[src/rtl/wb_sequencer.sv]
// rtl/wb_sequencer.sv - register-file write-back sequencer with I/O read handshake
module wb_sequencer #(
    parameter int DBITS   = 32,
    parameter int REGBITS = 4,
    parameter int TIMEOUT = 16
) (
    input  logic               clk,
    input  logic               reset,
    input  logic               instr_valid,
    output logic               in_ready,
    input  logic               wr_reg,
    input  logic [1:0]         sel_in,
    input  logic [REGBITS-1:0] dest_in,
    input  logic [DBITS-1:0]   alu_in,
    input  logic [DBITS-1:0]   pc_in,
    output logic               mem_req,
    input  logic               mem_rdy,
    input  logic [DBITS-1:0]   mem_data,
    output logic [DBITS-1:0]   alu_q,
    output logic [DBITS-1:0]   pc_q,
    output logic [DBITS-1:0]   mem_q,
    output logic [1:0]         regfile_in_sel,
    output logic               rf_we,
    output logic [REGBITS-1:0] rf_waddr,
    output logic               retire,
    output logic               illegal_err,
    output logic               timeout_err
);
    localparam int CW = (TIMEOUT > 1) ? $clog2(TIMEOUT) : 1;
    localparam logic [CW-1:0] CNT_LAST = CW'((TIMEOUT > 0) ? TIMEOUT - 1 : 0);

    localparam logic [1:0] SEL_ALU = 2'b00;
    localparam logic [1:0] SEL_PC  = 2'b01;
    localparam logic [1:0] SEL_IO  = 2'b10;
    localparam logic [1:0] SEL_BAD = 2'b11;

    typedef enum logic [1:0] {S_IDLE, S_WAIT_MEM, S_WRITE, S_DONE} state_t;

    state_t               r_state;
    state_t               w_state_next;
    logic [CW-1:0]        r_cnt;
    logic                 r_in_ready;
    logic                 r_mem_req;
    logic                 r_rf_we;
    logic                 r_retire;
    logic                 r_illegal_err;
    logic                 r_timeout_err;
    logic [DBITS-1:0]     r_alu_q;
    logic [DBITS-1:0]     r_pc_q;
    logic [DBITS-1:0]     r_mem_q;
    logic [1:0]           r_sel;
    logic [REGBITS-1:0]   r_waddr;

    logic w_accept;
    logic w_mem_hit;
    logic w_timeout;
    logic w_illegal;
    logic w_in_ready_next;
    logic w_mem_req_next;
    logic w_rf_we_next;
    logic w_retire_next;

    assign w_accept  = instr_valid && r_in_ready;
    assign w_mem_hit = (r_state == S_WAIT_MEM) && mem_rdy;
    assign w_timeout = (TIMEOUT != 0) && (r_state == S_WAIT_MEM) && !mem_rdy && (r_cnt == CNT_LAST);
    assign w_illegal = w_accept && wr_reg && (sel_in == SEL_BAD);

    // State, counter, operand latches and registered outputs
    always_ff @(posedge clk) begin
        if (reset) begin
            r_state       <= S_IDLE;
            r_cnt         <= '0;
            r_in_ready    <= 1'b1;
            r_mem_req     <= 1'b0;
            r_rf_we       <= 1'b0;
            r_retire      <= 1'b0;
            r_illegal_err <= 1'b0;
            r_timeout_err <= 1'b0;
            r_alu_q       <= '0;
            r_pc_q        <= '0;
            r_mem_q       <= '0;
            r_sel         <= SEL_ALU;
            r_waddr       <= '0;
        end else begin
            r_state    <= w_state_next;
            r_in_ready <= w_in_ready_next;
            r_mem_req  <= w_mem_req_next;
            r_rf_we    <= w_rf_we_next;
            r_retire   <= w_retire_next;
            if (w_accept) begin
                r_alu_q <= alu_in;
                r_pc_q  <= pc_in;
                r_sel   <= sel_in;
                r_waddr <= dest_in;
                r_cnt   <= '0;
            end else if (r_state == S_WAIT_MEM) begin
                r_cnt <= r_cnt + CW'(1);
            end
            if (w_mem_hit) begin
                r_mem_q <= mem_data;
            end
            if (w_illegal) begin
                r_illegal_err <= 1'b1;
            end
            if (w_timeout) begin
                r_timeout_err <= 1'b1;
            end
        end
    end

    // Next-state decision
    always_comb begin
        w_state_next = r_state;
        case (r_state)
            S_IDLE: begin
                if (w_accept) begin
                    if (!wr_reg) begin
                        w_state_next = S_DONE;
                    end else begin
                        case (sel_in)
                            SEL_ALU, SEL_PC: w_state_next = S_WRITE;
                            SEL_IO:          w_state_next = S_WAIT_MEM;
                            default:         w_state_next = S_DONE;
                        endcase
                    end
                end
            end
            S_WAIT_MEM: begin
                if (mem_rdy) begin
                    w_state_next = S_WRITE;
                end else if (w_timeout) begin
                    w_state_next = S_DONE;
                end
            end
            S_WRITE: w_state_next = S_DONE;
            S_DONE:  w_state_next = S_IDLE;
            default: w_state_next = S_IDLE;
        endcase
    end

    // Outputs follow the state being entered so they are registered without extra latency
    always_comb begin
        w_in_ready_next = (w_state_next == S_IDLE);
        w_mem_req_next  = (w_state_next == S_WAIT_MEM);
        w_rf_we_next    = (w_state_next == S_WRITE);
        w_retire_next   = (w_state_next == S_DONE);
    end

    assign in_ready       = r_in_ready;
    assign mem_req        = r_mem_req;
    assign rf_we          = r_rf_we;
    assign retire         = r_retire;
    assign illegal_err    = r_illegal_err;
    assign timeout_err    = r_timeout_err;
    assign alu_q          = r_alu_q;
    assign pc_q           = r_pc_q;
    assign mem_q          = r_mem_q;
    assign regfile_in_sel = r_sel;
    assign rf_waddr       = r_waddr;
endmodule
[config.mk]
export PLATFORM = sky130hd
export DESIGN_NAME = wb_sequencer
export DESIGN_NICKNAME = d
export VERILOG_FILES = /design/src/rtl/wb_sequencer.sv
export SDC_FILE = /design/constraint.sdc
export NUM_CORES = 1
export LEC_CHECK = 0
export CORE_MARGIN = 4
export CORE_UTILIZATION = 36
export CTS_CLUSTER_DIAMETER = 120
export DETAILED_ROUTE_END_ITERATION = 10
export GPL_TIMING_DRIVEN = 0
export HOLD_SLACK_MARGIN = 0.06
export PLACE_DENSITY_LB_ADDON = 0.2
export SLEW_MARGIN = 40
export SYNTH_ARGS = -nofsm -noshare
export SYNTH_HDL_FRONTEND = slang
export SYNTH_SLANG_ARGS = --single-unit
[constraint.sdc]
create_clock -name clk -period 1.16 [get_ports clk]
set_input_delay 0.232 -clock clk [delete_from_list [all_inputs] [get_ports clk]]
set_output_delay 0.232 -clock clk [all_outputs]
set_load 0.03 [all_outputs]
### Word level (Yosys, flattened, before mapping)

Cells that the tools add are included.

* latch bits: 0
* output and inout port bits: 108
* input bits: 107
* memory bits (read-only): 0
* memories: 0
* bits in writable memories: 0
* flip-flop bits (word level): 114
* word-level logic and storage cells: 42

* muxes and demuxes: 6
* equality and inequality tests: 10
* multiply operators: 0
* shifts and indexed selects: 0
* $add $sub $neg: 1
* reduce and logical (&&, ||, !) cells: 12
* magnitude comparators: 0
* divide/modulo/power cells: 0
* bitwise logic cells: 0

Operators by type and width (number)
* $eq 2x2->1 const B: 6
* $mux 2: 4
* $pmux 2 s4: 1
* $eq 2x1->1 const B: 3
* $logic_and 1x1->1: 6
* $logic_not 2->1: 3
* $add 4x1->4 const B: 1
* $eq 4x4->1 const B: 1
* $pmux 2 s2: 1
* $reduce_or 2->1: 2
* $logic_not 1->1: 1

### Logic depth before layout (Yosys ltp)

* depth after elaboration: 7
* depth in mapped cells: 6

### Worst setup path after synthesis

Ideal clock, no wire load.

* kind: reg-to-reg
* start: reg r_in_ready, in the netlist in_ready
* end: reg r_sel[0], in the netlist regfile_in_sel[0]
* slack: -0.203 ns
* stages on the path, launching flop included: 7
* arrival time: 1.290 ns
* required time: 1.087 ns
* clock period less this slack: 1.363 ns
* path through: dfxtp_1 and2_1 buf_2 buf_2 buf_2 nand2_1 a21oi_1

* cells in the longest elaborated chain, start to end: 1

Ends and longest elaborated chain
* start, declared: line 42 `logic r_in_ready;`
* start signal, assigned: line 86 `r_in_ready <= w_in_ready_next;`
* $logic_and 1x1->1: line 63 `assign w_accept = instr_valid && r_in_ready;`
* end signal, assigned: line 93 `r_sel <= sel_in;`
* end, declared: line 51 `logic [1:0] r_sel;`

No other way between the ends.
A chain may end at the register's enable or synchronous reset.

### Worst setup path after layout

* start: reg r_state[1]
* end: reg r_mem_q[27], in the netlist mem_q[27]

* cells in the longest elaborated chain, start to end: 2

Ends and longest elaborated chain
* start, declared: line 39 `state_t r_state;`
* start signal, assigned: line 85 `r_state <= w_state_next;`
* $eq 2x1->1: line 64 `assign w_mem_hit = (r_state == S_WAIT_MEM) && mem_rdy;`
* $logic_and 1x1->1: line 64
* end signal, assigned: line 100 `r_mem_q <= mem_data;`
* end, declared: line 50 `logic [DBITS-1:0] r_mem_q;`

No other way between the ends.

==> results.toml <==
[detailed_routing]
routed_wl_mm = 15.0
wl_per_cell_um = 16.6
via_count = 4331
drt_first_pass_iters = 4
drt_iter0_markers = 137
drt.antenna.violating_nets = 0
drc = 0
drt-vias-per-instance = 4.77

[floorplan]
die_h_um = 116
start_util_pct = 36.7
rows = 39
dieArea_um2 = 13400
pin_count = 215
die_w_um = 116
core_um2 = 11400

[clock_network]
clock_latency_ns = 0.40
cts_max_path_buffers = 2
clock-sinks = 114
cts_tree = "done"
clk_pin_slew_ns = 0.05
cts_made_buffers = 17
htreeDepth = 4
root_buffer = "clkbuf_16"
cts_hold_buf = 0

[synth]
netlist.area_leader.share_pct = 54.4
ys_top_cells_by_count = "nand2_1 (177), dfxtp_1 (114), a21oi_1 (74)"
synth_nets = 601
syn_avg_cell_area_um2 = 8.51
synth_ff_type = "dfxtp_1"
yosysWarnings = 0
ys_ff_latch = 114
yosysMostFrequentCell = "nand2_1"
synthCells = 493
synth_area_leaders = "dfxtp_1 (54%), nand2_1 (16%), a21oi_1 (8.8%), a21oi_2 (6.3%), nand2_2 (4.5%)"
async_flop_share_pct = 0
synth_top_area_cell = "dfxtp_1"
yosysSeqAreaShare_pct = 54.4
synth_edf_count = 0
ys_types = 27
synth_area_um2 = 4200

[timing]
period_share_pct = 112
rsz0062_at_grt = "yes"
fmax_mhz = 771
clock_skew_ns = 0.00628
final_max_slew_viol_count = 0
hold_viol_final = 0
worstMarginPinSlew_ns = 0.731
min_period_ns = 1.30
setup_viol = 39
worst_slack_ns = -0.136
relSlewSlack_pct = 51.3
fin_hold_ws_ns = 0.371

[layout]
stdcell_count = 908
antennaDiodeCount = 0
finalNetCount = 860
postLayoutCoreUtil_pct = 71.2
area_growth_pct = 93.9
final_layout_size_suffix_gt1_share_pct = 47.7

[critical_path]
max_stage_delay_ns = 0.33
cp.required_ns = 1.48
worstReg2RegStart = "r_state[1]$_SDFF_PP0_"
slowest_stage = "dfxtp_4"
cp_max_fo = 5
critPathCaptureType = "flip-flop"
path_cells = "and2b_4, and2_4, buf_12, clkbuf_16, nand2_2, a21oi_2"
rrSetupSlack_ns = -0.14
timing.critical_path.arrival_ns = 1.62
reg2regPathDepth = 6
critPathBufInv = 2
r2r_end = "mem_q[27]$_SDFFE_PP0P_"
cp_top_family = "simple AND/OR/NAND/NOR gates"
crit_type = "reg2reg"
startpoint_type = "flip-flop"

[place]
hpwlAfterDp_mm = 10.2
pre_cts_slack_ns = -0.626
numPortBuffers = 213
gp_congestion = 0.793
dpl.cell_count = 849

[power]
p_leak_nw = 3.30
powerDensity_nw_per_um2 = 1600
power_mw = 13.0
ir_drop_mv = 0.834

[job]
max_cap_violations = 0

[worst_hold_path]
worstHoldPathType = "in2reg"
hold_end = "pc_q[31]$_SDFFE_PP0P_"
worstHoldStart = "pc_in[31]"
whs_path_depth = 3

[global_route]
grt_pass1_vias = 4413
grt_max_degree = 17
antenna_found_initial = 0
grt_pass1_wl_mm = 21.8
overflow = 0
grt_usage_pct = 21.1

[run_status]
violations = "setup timing"
status = "finished with violations"
repair_timing:
action	4_1_cts	5_1_grt
gates cloned	9	1
endpoints found under the setup margin	220	187
pin swaps	19	16
resized for setup	762	187
setup buffers	11	14
per-layer routing:
metal | wire [µm] | vias up | GRT usage (%)
met5 | 0 | - | 0
met4 | 478 | 0 | 9.44
met3 | 1040 | 34 | 7.62
met2 | 7800 | 177 | 36.7
met1 | 5720 | 1994 | 22.9
li1 | - | 2126 | -
worst max-delay path by stage:
stage,from,endpoint,slack [ns],cells past startpoint
after CTS,r_state[1]$_SDFF_PP0_,mem_q[22]$_SDFFE_PP0P_,-0.13,6
final,r_state[1]$_SDFF_PP0_,mem_q[27]$_SDFFE_PP0P_,-0.14,6
after global placement,instr_valid,pc_q[3]$_SDFFE_PP0P_,-0.56,5
after detailed placement,instr_valid,pc_q[8]$_SDFFE_PP0P_,-0.63,5
after global routing,r_state[1]$_SDFF_PP0_,mem_q[23]$_SDFFE_PP0P_,-0.19,6
after floorplan,r_state[1]$_SDFF_PP0_,mem_q[10]$_SDFFE_PP0P_,-0.02,6
cells in the final DEF (no fill, tap or decap), types with 3 or more instances in the layout:
master,count
nand2_1,149
dfxtp_1,52
clkbuf_16,18
clkinv_2,5
buf_2,3
buf_12,8
a21oi_2,43
buf_6,101
nand2_4,23
clkbuf_1,11
clkdlybuf4s50_1,103
clkbuf_2,6
dfxtp_2,52
a21oi_1,60
nand2_2,34
dfxtp_4,10
nor3_1,5
buf_16,4
nor2_1,4
buf_8,8
buf_4,27
bufinv_16,5
cell families after synthesis:
group	Yosys count	synth area share [%]
adder cells (fa/ha/maj)	1	0.298
multiplexers	1	0.239
AO/OA/AOI/OAI	112	16.5
XOR/XNOR	3	0.626
AND/OR/NAND/NOR	225	22.8
buffers and inverters	37	5.19
flip-flops	114	54.4
layout make-up:
class	instances	area [µm²]
fillers	872	3280
plain buffers	33	274
clock buffers	21	460
clock inverters	11	181
inverters	1	3.75
repair buffers	243	2640
well taps	143	179
flip-flops and latches	114	2380
multi-input cells	342	2020
sequential cells by signal (all words and copies together), names as in the netlist:
register,count
alu_q,32
mem_req,1
timeout_err,1
r_cnt,4
regfile_in_sel,2
in_ready,1
retire,1
r_state,2
rf_waddr,4
rf_we,1
mem_q,32
illegal_err,1
pc_q,32
where the power goes:
group	internal, mW	switching [mW]
logic	1.46	1.49
clock network	3.90	1.73
registers	4.21	0.189
per-stage QoR:
stage               area, µm²  TNS (ns)
global route             8130     -5.82
floorplan                4220    -0.435
global placement         6540    -56.77
detailed placement       6540    -61.75
finish                   8130     -3.72
CTS                      7550     -3.86
tightest hold or removal path: cells and delay by family:
family,cells,cell delay [ns]
buffers and inverters,1,0.40
AND/OR/NAND/NOR,1,0.06
AO/OA/AOI/OAI,1,0.05
(Power assumes the default switching activity.)
